$ cat src/rtl/vend_session_controller_if.sv
// Coin/keypad and dispenser signal bundle for vend_session_controller.
// Restock/sold-out signals exist only when VEND_STOCK_TRACK_EN is defined.
interface vend_session_controller_if;
    logic       coin_valid;
    logic [7:0] coin_value;
    logic       select_valid;
    logic [1:0] product_select;
    logic       buy_more;
    logic       cancel;
    logic       disp_ack;
    logic       disp_req;
    logic [1:0] disp_product;
    logic [7:0] credit;
    logic [7:0] change;
    logic       change_valid;
    logic       insufficient;
    logic       coin_reject;
    logic       disp_fault;
    logic       busy;
`ifdef VEND_STOCK_TRACK_EN
    logic       restock;
    logic [1:0] restock_product;
    logic       sold_out;
`endif

    // Environment side: coin acceptor, keypad and dispenser mechanism
    modport master (
`ifdef VEND_STOCK_TRACK_EN
        output restock, output restock_product, input sold_out,
`endif
        output coin_valid, output coin_value, output select_valid,
        output product_select, output buy_more, output cancel, output disp_ack,
        input disp_req, input disp_product, input credit, input change,
        input change_valid, input insufficient, input coin_reject,
        input disp_fault, input busy
    );

    // Controller side
    modport slave (
`ifdef VEND_STOCK_TRACK_EN
        input restock, input restock_product, output sold_out,
`endif
        input coin_valid, input coin_value, input select_valid,
        input product_select, input buy_more, input cancel, input disp_ack,
        output disp_req, output disp_product, output credit, output change,
        output change_valid, output insufficient, output coin_reject,
        output disp_fault, output busy
    );
endinterface

$ cat src/rtl/vend_session_controller.sv
// Vending session sequencer: coin credit, price check, dispenser req/ack, change.
// Optional per-product stock tracking is enabled by defining VEND_STOCK_TRACK_EN.
module vend_session_controller #(
    parameter int unsigned PRICE0       = 25,
    parameter int unsigned PRICE1       = 50,
    parameter int unsigned PRICE2       = 75,
    parameter int unsigned PRICE3       = 100,
    parameter int unsigned CREDIT_MAX   = 255,
    parameter int unsigned IDLE_TIMEOUT = 1000,
    parameter int unsigned ACK_TIMEOUT  = 16
) (
    input logic                      clk,
    input logic                      reset,
    vend_session_controller_if.slave bus
);
    localparam int unsigned TMR_MAX = (IDLE_TIMEOUT > ACK_TIMEOUT) ? IDLE_TIMEOUT : ACK_TIMEOUT;
    localparam int unsigned TW      = $clog2(TMR_MAX + 1);

    typedef enum logic [2:0] {
        ST_IDLE     = 3'd0,
        ST_CREDIT   = 3'd1,
        ST_CHECK    = 3'd2,
        ST_DISPENSE = 3'd3,
        ST_CHANGE   = 3'd4
    } state_t;

    state_t        state, state_n;
    logic [7:0]    credit_q, credit_n;
    logic [1:0]    prod_q, prod_n;
    logic [TW-1:0] tmr_q, tmr_n;
    logic [7:0]    change_q, change_n;
    logic          change_valid_q, change_valid_n;
    logic          insufficient_q, insufficient_n;
    logic          coin_reject_q, coin_reject_n;
    logic          disp_fault_q, disp_fault_n;
    logic          disp_req_q, disp_req_n;
    logic          busy_q, busy_n;
    logic [8:0]    sum;
    logic [7:0]    price;
    logic          coin_ok;
`ifdef VEND_STOCK_TRACK_EN
    logic [3:0][3:0] stock_q, stock_n;
    logic            sold_out_q, sold_out_n;
`endif

    function automatic logic [7:0] price_of(input logic [1:0] idx);
        case (idx)
            2'd0:    return 8'(PRICE0);
            2'd1:    return 8'(PRICE1);
            2'd2:    return 8'(PRICE2);
            default: return 8'(PRICE3);
        endcase
    endfunction

    // Next-state, credit datapath and output pulses
    always_comb begin
        state_n        = state;
        credit_n       = credit_q;
        prod_n         = prod_q;
        tmr_n          = tmr_q;
        change_n       = change_q;
        change_valid_n = 1'b0;
        insufficient_n = 1'b0;
        coin_reject_n  = 1'b0;
        disp_fault_n   = 1'b0;
        sum            = 9'(credit_q) + 9'(bus.coin_value);
        price          = price_of(prod_q);
        coin_ok        = 1'b0;
`ifdef VEND_STOCK_TRACK_EN
        stock_n        = stock_q;
        sold_out_n     = 1'b0;
`endif

        unique case (state)
            ST_IDLE: begin
                // Credit is always zero here, so any selection is short
                if (bus.select_valid) insufficient_n = 1'b1;
                if (bus.coin_valid) begin
                    credit_n = bus.coin_value;
                    tmr_n    = '0;
                    state_n  = ST_CREDIT;
                end
            end
            ST_CREDIT: begin
                tmr_n = tmr_q + TW'(1);
                if (bus.cancel) begin
                    coin_reject_n = bus.coin_valid;
                    state_n       = ST_CHANGE;
                end else begin
                    if (bus.coin_valid) begin
                        if (sum > 9'(CREDIT_MAX)) begin
                            coin_reject_n = 1'b1;
                        end else begin
                            credit_n = sum[7:0];
                            coin_ok  = 1'b1;
                            tmr_n    = '0;
                        end
                    end
                    if (bus.select_valid) begin
                        prod_n  = bus.product_select;
                        tmr_n   = '0;
                        state_n = ST_CHECK;
                    end else if (!coin_ok && tmr_q == TW'(IDLE_TIMEOUT - 1)) begin
                        state_n = ST_CHANGE;
                    end
                end
            end
            ST_CHECK: begin
                coin_reject_n = bus.coin_valid;
                tmr_n         = '0;
`ifdef VEND_STOCK_TRACK_EN
                if (stock_q[prod_q] == 4'd0) begin
                    sold_out_n = 1'b1;
                    state_n    = ST_CREDIT;
                end else
`endif
                if (credit_q >= price) begin
                    credit_n = credit_q - price;
                    state_n  = ST_DISPENSE;
                end else begin
                    insufficient_n = 1'b1;
                    state_n        = ST_CREDIT;
                end
            end
            ST_DISPENSE: begin
                coin_reject_n = bus.coin_valid;
                tmr_n         = tmr_q + TW'(1);
                if (bus.disp_ack) begin
                    tmr_n   = '0;
                    state_n = (bus.buy_more && credit_q != 8'd0) ? ST_CREDIT : ST_CHANGE;
`ifdef VEND_STOCK_TRACK_EN
                    if (stock_q[prod_q] != 4'd0) stock_n[prod_q] = stock_q[prod_q] - 4'd1;
`endif
                end else if (tmr_q == TW'(ACK_TIMEOUT - 1)) begin
                    // Nothing was vended: give the price back before refunding
                    credit_n     = credit_q + price;
                    disp_fault_n = 1'b1;
                    state_n      = ST_CHANGE;
                end
            end
            ST_CHANGE: begin
                coin_reject_n = bus.coin_valid;
                tmr_n         = '0;
                if (credit_q != 8'd0) begin
                    change_n       = credit_q;
                    change_valid_n = 1'b1;
                end
                credit_n = '0;
                state_n  = ST_IDLE;
            end
            default: state_n = ST_IDLE;
        endcase

`ifdef VEND_STOCK_TRACK_EN
        if (bus.restock) stock_n[bus.restock_product] = 4'hF;
`endif
        disp_req_n = (state_n == ST_DISPENSE);
        busy_n     = (state_n != ST_IDLE) && (state_n != ST_CREDIT);
    end

    // State and output registers
    always_ff @(posedge clk or posedge reset) begin
        if (reset) begin
            state          <= ST_IDLE;
            credit_q       <= '0;
            prod_q         <= '0;
            tmr_q          <= '0;
            change_q       <= '0;
            change_valid_q <= 1'b0;
            insufficient_q <= 1'b0;
            coin_reject_q  <= 1'b0;
            disp_fault_q   <= 1'b0;
            disp_req_q     <= 1'b0;
            busy_q         <= 1'b0;
`ifdef VEND_STOCK_TRACK_EN
            stock_q        <= '0;
            sold_out_q     <= 1'b0;
`endif
        end else begin
            state          <= state_n;
            credit_q       <= credit_n;
            prod_q         <= prod_n;
            tmr_q          <= tmr_n;
            change_q       <= change_n;
            change_valid_q <= change_valid_n;
            insufficient_q <= insufficient_n;
            coin_reject_q  <= coin_reject_n;
            disp_fault_q   <= disp_fault_n;
            disp_req_q     <= disp_req_n;
            busy_q         <= busy_n;
`ifdef VEND_STOCK_TRACK_EN
            stock_q        <= stock_n;
            sold_out_q     <= sold_out_n;
`endif
        end
    end

    assign bus.disp_req     = disp_req_q;
    assign bus.disp_product = prod_q;
    assign bus.credit       = credit_q;
    assign bus.change       = change_q;
    assign bus.change_valid = change_valid_q;
    assign bus.insufficient = insufficient_q;
    assign bus.coin_reject  = coin_reject_q;
    assign bus.disp_fault   = disp_fault_q;
    assign bus.busy         = busy_q;
`ifdef VEND_STOCK_TRACK_EN
    assign bus.sold_out     = sold_out_q;
`endif

endmodule
$ cat src/flat_wrapper.sv
// flat-port wrapper written by rule: the top's interface ports become plain ports
module vend_session_controller_flat 
#(
    parameter int unsigned PRICE0       = 25,
    parameter int unsigned PRICE1       = 50,
    parameter int unsigned PRICE2       = 75,
    parameter int unsigned PRICE3       = 100,
    parameter int unsigned CREDIT_MAX   = 255,
    parameter int unsigned IDLE_TIMEOUT = 1000,
    parameter int unsigned ACK_TIMEOUT  = 16
)
  (clk, reset, bus_coin_valid, bus_coin_value, bus_select_valid, bus_product_select, bus_buy_more, bus_cancel, bus_disp_ack, bus_disp_req, bus_disp_product, bus_credit, bus_change, bus_change_valid, bus_insufficient, bus_coin_reject, bus_disp_fault, bus_busy);
  vend_session_controller_if bus_i ();
  input logic clk;
  input logic reset;
  input wire logic [$bits(bus_i.coin_valid)-1:0] bus_coin_valid;
  input wire logic [$bits(bus_i.coin_value)-1:0] bus_coin_value;
  input wire logic [$bits(bus_i.select_valid)-1:0] bus_select_valid;
  input wire logic [$bits(bus_i.product_select)-1:0] bus_product_select;
  input wire logic [$bits(bus_i.buy_more)-1:0] bus_buy_more;
  input wire logic [$bits(bus_i.cancel)-1:0] bus_cancel;
  input wire logic [$bits(bus_i.disp_ack)-1:0] bus_disp_ack;
  output wire logic [$bits(bus_i.disp_req)-1:0] bus_disp_req;
  output wire logic [$bits(bus_i.disp_product)-1:0] bus_disp_product;
  output wire logic [$bits(bus_i.credit)-1:0] bus_credit;
  output wire logic [$bits(bus_i.change)-1:0] bus_change;
  output wire logic [$bits(bus_i.change_valid)-1:0] bus_change_valid;
  output wire logic [$bits(bus_i.insufficient)-1:0] bus_insufficient;
  output wire logic [$bits(bus_i.coin_reject)-1:0] bus_coin_reject;
  output wire logic [$bits(bus_i.disp_fault)-1:0] bus_disp_fault;
  output wire logic [$bits(bus_i.busy)-1:0] bus_busy;
  assign bus_i.coin_valid = bus_coin_valid;
  assign bus_i.coin_value = bus_coin_value;
  assign bus_i.select_valid = bus_select_valid;
  assign bus_i.product_select = bus_product_select;
  assign bus_i.buy_more = bus_buy_more;
  assign bus_i.cancel = bus_cancel;
  assign bus_i.disp_ack = bus_disp_ack;
  assign bus_disp_req = bus_i.disp_req;
  assign bus_disp_product = bus_i.disp_product;
  assign bus_credit = bus_i.credit;
  assign bus_change = bus_i.change;
  assign bus_change_valid = bus_i.change_valid;
  assign bus_insufficient = bus_i.insufficient;
  assign bus_coin_reject = bus_i.coin_reject;
  assign bus_disp_fault = bus_i.disp_fault;
  assign bus_busy = bus_i.busy;
  vend_session_controller #(.PRICE0(PRICE0), .PRICE1(PRICE1), .PRICE2(PRICE2), .PRICE3(PRICE3), .CREDIT_MAX(CREDIT_MAX), .IDLE_TIMEOUT(IDLE_TIMEOUT), .ACK_TIMEOUT(ACK_TIMEOUT)) u_core (.clk(clk), .reset(reset), .bus(bus_i));
endmodule
$ cat config.mk
export PLATFORM = sky130hd
export DESIGN_NAME = vend_session_controller_flat
export DESIGN_NICKNAME = d
export VERILOG_FILES = /design/src/rtl/vend_session_controller_if.sv /design/src/rtl/vend_session_controller.sv /design/src/flat_wrapper.sv
export SDC_FILE = /design/constraint.sdc
export NUM_CORES = 1
export LEC_CHECK = 0
export CORE_MARGIN = 10
export CORE_UTILIZATION = 50
export DETAILED_ROUTE_END_ITERATION = 8
export GPL_TIMING_DRIVEN = 1
export PLACE_DENSITY_LB_ADDON = 0.1
export SYNTH_ARGS = -nofsm -noshare
export SYNTH_HDL_FRONTEND = slang
export SYNTH_SLANG_ARGS = --single-unit
export TNS_END_PERCENT = 100
$ cat constraint.sdc
create_clock -name clk -period 7.6 [get_ports clk]
set_clock_uncertainty 0.05 [all_clocks]
set_input_delay 0.76 -clock clk [delete_from_list [all_inputs] [get_ports clk]]
set_output_delay 0.76 -clock clk [all_outputs]
set_load 0.005 [all_outputs]
* Yosys cells after proc, flatten, opt, wreduce, memory -nomap -nowiden
Cells that the tools add are included.
Word-level totals: bits of input ports 17, register bits 37, output and inout port bits 24, word-level logic and storage cells 92
Cells by class: multiplexer cells 41, eq/ne operators 17, bitwise operators 1, add/subtract/negate cells 4, reductions and logical operators 16, magnitude comparators 2
Operators by type and width (count):
- $mux W10 | 6
- $mux W8 | 7
- $pmux W10 S4 | 1
- $pmux W8 S5 | 1
- $mux W3 | 7
- $pmux W7 S3 | 1
- $mux W1 | 14
- $pmux W3 S4 | 1
- $add A10 B1 Y10 const B | 1
- $eq A10 B10 Y1 const B | 1
- $eq A10 B4 Y1 const B | 1
- $ne A2 B2 Y1 const B | 5
- $add A8 B8 Y9 | 1
- $eq A3 B2 Y1 const B | 3
- $gt A9 B8 Y1 const B | 1
- $add A8 B7 Y8 | 1
- $ge A8 B7 Y1 | 1
- $reduce_and A8 Y1 | 1
- $reduce_bool A8 Y1 | 1
- $sub A8 B7 Y8 | 1
- $reduce_bool A5 Y1 | 1
- $ne A2 B1 Y1 const B | 2
- $pmux W1 S2 | 2
- $reduce_and A2 Y1 | 2
- other kinds (16) | 18

* Depth between registers and ports, before layout
depth in word-level cells 14, depth in mapped cells 11, depth with buffers taken out 11

* Worst setup path after synthesis
No wires, ideal clock.
path type input to register, from in bus_coin_value[0], to reg u_core.credit_q[2] (netlist: u_core.bus.credit[2]), path buffers 1, library setup time 0.125 ns, stages on the path 9, data arrival time 2.895 ns, path slack 4.530 ns, data required time 7.425 ns, cell sequence ha_1 > fa_1 > a21o_1 > a221oi_2 > nor2_1 > nor4_4 > and2_1 > buf_6 > mux2_4
On the way: cells in the longest elaborated chain, start to end 5, elaborated cells between the ends (all ways) 8, classes of those cells add/sub: 1; order compare: 1; eq/ne: 1; mux: 4; reduce/logical: 1
Ends and longest elaborated chain:
- from (decl) | line flat_wrapper.sv:17 | input wire logic [$bits(bus_i.coin_value)-1:0] bus_coin_value;
- $add A8 B8 Y9 (*) | line vend_session_controller.sv:66 | sum = 9'(credit_q) + 9'(bus.coin_value);
- parallel branches: the longest is 4 deep, another holds $gt A9 B8 Y1
- to (signal assigned) | line vend_session_controller.sv:181 | credit_q <= credit_n;
- to (decl) | line vend_session_controller.sv:28 | logic [7:0] credit_q, credit_n;
Mark *: on every way between the ends. The select of a mux whose other input is x is not followed. A chain may end at the register's enable or synchronous reset.

* Final worst setup path
from in bus_coin_value[0], to reg u_core.credit_q[6] (netlist: u_core.bus.credit[6])
The elaborated chain is that of the path after synthesis.

==> flow_summary.yaml <==
run_status:
  status: "finished clean"
yosys:
  synth-seq-area-share_pct: 30.9
  post_synth_net_total: 382
  synth_enable_flop_cells: 0
  synth_area_per_cell_um2: 8.95
  synth_seq_cells: 37
  synthArstFlopShare_pct: 100
  netlist_top_cells_area: "sky130_fd_sc_hd__dfrtp_1 31%, sky130_fd_sc_hd__ha_1 11%, sky130_fd_sc_hd__a21oi_1 4.5%"
  unique_cell_type_count_in_the_yosys_netlist: 67
  synthTopCellsByCount: "37 x sky130_fd_sc_hd__dfrtp_1, 32 x sky130_fd_sc_hd__nor2_1, 27 x sky130_fd_sc_hd__a21oi_1, 27 x sky130_fd_sc_hd__ha_1, 23 x sky130_fd_sc_hd__nand2_1"
  synthesis.instances: 335
  synth_warnings: 0
  syn-cell-area_um2: 3000
  yosys.area.top_type_share_pct: 30.9
  synth_ff_type: "sky130_fd_sc_hd__dfrtp_1"
  synth.largest_area_cell: "sky130_fd_sc_hd__dfrtp_1"
  synthMostInstantiatedCell: "sky130_fd_sc_hd__dfrtp_1"
worst_setup_path:
  timing.critical_path.required_ps: 7720
  critical_path.startpoint_type: "input pin"
  arrival_time_of_data_at_the_critical_path_endpoint_ps: 3650
  critPathMaxFanout: 9
  startpoint_to_endpoint_class_of_the_critical_path: "input pin to register"
  crit_path_end_kind: "register"
  critical_path.startpoint: "bus_coin_value[0]"
  worst_r2r_startpoint: "u_core.bus.disp_product[0]"
clock_network:
  clock_tree_from_tritoncts: "built"
  htreeDepth: 2
  cts_max_path_buffers: 2
  cts.root.buffer_cell: "sky130_fd_sc_hd__clkbuf_8"
  postCtsSetupRepairBufs: 0
  clk_pin_slew_ps: 70
  cts.sink_count: 37
  cts_buffers: 5
  insertion_delay_ps: 290
  holdBufCountCts: 0
  post_cts_resize_count: 0
placed_design:
  place.gp.congestion: 0.857
  io_buffer_count: 40
  placed_cells: 443
  place_worst_setup_slack_ps: 3800
  dp_hpwl_um: 6030
  detailed_place.area_um2: 3460
final_layout:
  final_design_area_no_fill_um2: 3550
  antenna_cell_count: 0
  instances_no_fill: 451
  share_of_final_layout_standard_cells_stronger_than_drive_strength_1_pct: 10.1
  syn_to_final_growth_pct: 18.4
  nNetsFinal: 422
  finish.utilization_pct: 60.3
run:
  timing.max_cap.violations: 0
global_route:
  grt_antenna_before_repair: 0
  global_route_wire_length_before_repair_um: 13000
  globalRouteTotalUtil_pct: 15.8
  first_global_vias: 2629
  grt_max_degree: 38
  grt.overflow.total: 0
sta:
  rsz_0062_raised_after_global_routing: "false"
  timing.final.max_slew_violations: 0
  timing.final.hold_violations: 0
  setup-violations-final: 0
  timing.final.crit_period_ps: 3530
  max_slew.worst_pin.slew_ps: 931
  slew_headroom_pct: 37.9
  setup_slack_ps: 4070
  total_negative_slack_ps: 0
  layout_worst_path_cycle_share_pct: 46.4
  max_freq_ghz: 0.283
die:
  die_y_um: 97.5
  floorplan.io_pins: 41
  rows: 28
  initial_core_util_pct: 51.0
  placeableCoreArea_um2: 5890
  design.die.area_um2: 9500
  fp.dieW_um: 97.5
drt:
  drt-wirelength-per-cell_um: 17.3
  drt_iter0_drc: 147
  num_vias: 2692
  routed_wirelength_um: 7800
  drc: 0
  detail_route.first_pass.iterations: 5
  antenna_nets_post_route: 0
  route.detailed.vias_per_inst: 5.97
power_and_ir_drop:
  total_leakage_power_nw: 1.56
  vdd.ir_drop.worst_uv: 260
  power.density_nw_per_um2: 455
hold_path:
  hold_class: "register to register"
  hold_path.startpoint: "u_core.bus.change[4]"
## power breakdown
part	leakage (nW)	internal (mW)	switching, mW	total (mW)
clock	0.0439	0.0633	0.0702	0.133
combinational	1.04	0.524	0.564	1.09
sequential	0.474	0.269	0.126	0.395
total	1.56	0.856	0.760	1.62
## layout make-up
cell class / instances / area [um^2]
inverter: 22 / 82.6
fill: 535 / 2340
tap: 75 / 93.8
timing repair buffer: 42 / 415
sequential: 37 / 926
clock buffer: 5 / 68.8
multi-input combinational: 267 / 1950
clock inverter: 3 / 17.5
## stage by stage
stage,hold slack (ps),power [mW]
CTS,465,1.62
floorplan,417,1.14
finish,463,1.62
global route,484,1.76
global placement,438,1.46
detailed placement,445,1.47
## per-layer routing
layer  share of wire (%)  global-route usage (%)  vias to the layer above  wire length (um)
met4                 1.1                    3.91                        0                89
met3                 6.6                    3.27                       12               516
met5                   0                       0                        -                 0
met1                  47                    21.8                     1253              3700
met2                  45                    24.5                      109              3490
li1                    -                       -                     1318                 -
## sequential cells by signal (all words and copies together) (netlist names)
name / cells
u_core.tmr_q: 10
u_core.bus.change: 8
u_core.bus.credit: 8
u_core.state: 3
u_core.bus.disp_product: 2
u_core.bus.busy: 1
u_core.bus.change_valid: 1
u_core.bus.coin_reject: 1
u_core.bus.disp_fault: 1
u_core.bus.disp_req: 1
u_core.bus.insufficient: 1
## cell families (layout without fill, tap and decap cells)
kind of cell | count (synthesis) | in the layout | share of synthesized area (%)
AO/OA/AOI/OAI | 99 | 99 | 23.8
multiplexers | 15 | 15 | 5.76
flip-flops | 37 | 37 | 30.9
XOR/XNOR | 12 | 12 | 3.50
buffers and inverters | 31 | 72 | 4.25
adder cells (fa/ha/maj) | 30 | 30 | 13.3
AND/OR/NAND/NOR | 111 | 111 | 18.5
## cell usage in the layout (no fill, tap or decap), types with 3 or more instances in the layout
cell	n
sky130_fd_sc_hd__a21o_1	5
sky130_fd_sc_hd__a21oi_1	27
sky130_fd_sc_hd__a22o_1	3
sky130_fd_sc_hd__a31oi_1	6
sky130_fd_sc_hd__and3_1	3
sky130_fd_sc_hd__clkbuf_8	5
sky130_fd_sc_hd__clkdlybuf4s50_1	40
sky130_fd_sc_hd__dfrtp_1	37
sky130_fd_sc_hd__fa_1	3
sky130_fd_sc_hd__ha_1	27
sky130_fd_sc_hd__inv_1	21
sky130_fd_sc_hd__mux2_2	10
sky130_fd_sc_hd__mux2i_1	3
sky130_fd_sc_hd__nand2_1	23
sky130_fd_sc_hd__nand3_1	12
sky130_fd_sc_hd__nor2_1	32
sky130_fd_sc_hd__nor2b_1	5
sky130_fd_sc_hd__nor3_1	11
sky130_fd_sc_hd__nor4_1	7
sky130_fd_sc_hd__o21ai_0	15
sky130_fd_sc_hd__o311a_1	3
sky130_fd_sc_hd__o31ai_1	6
sky130_fd_sc_hd__or2_2	3
sky130_fd_sc_hd__or3_1	4
sky130_fd_sc_hd__xnor2_1	5
sky130_fd_sc_hd__xor2_1	7
## critical path, cell delays in order
cell,delay [ps]
sky130_fd_sc_hd__clkdlybuf4s50_1,430
sky130_fd_sc_hd__ha_1,220
sky130_fd_sc_hd__fa_1,400
sky130_fd_sc_hd__a21o_1,230
sky130_fd_sc_hd__a221oi_2,260
sky130_fd_sc_hd__nor2_1,120
sky130_fd_sc_hd__nor4_4,510
sky130_fd_sc_hd__and2_1,380
sky130_fd_sc_hd__mux2_4,330
## path summary, 6_finish.rpt
check,end,slack [ps],depth (start not counted)
min,u_core.bus.change[4],460,1
max,u_core.bus.credit[6],4070,9
min reg2reg,u_core.bus.change[4],460,1
min in group asynchronous,u_core.tmr_q[8],830,3
max in group asynchronous,u_core.tmr_q[1],6340,3
max reg2reg,u_core.bus.credit[6],4340,10
No activity file was read; power rests on OpenSTA's default activity.
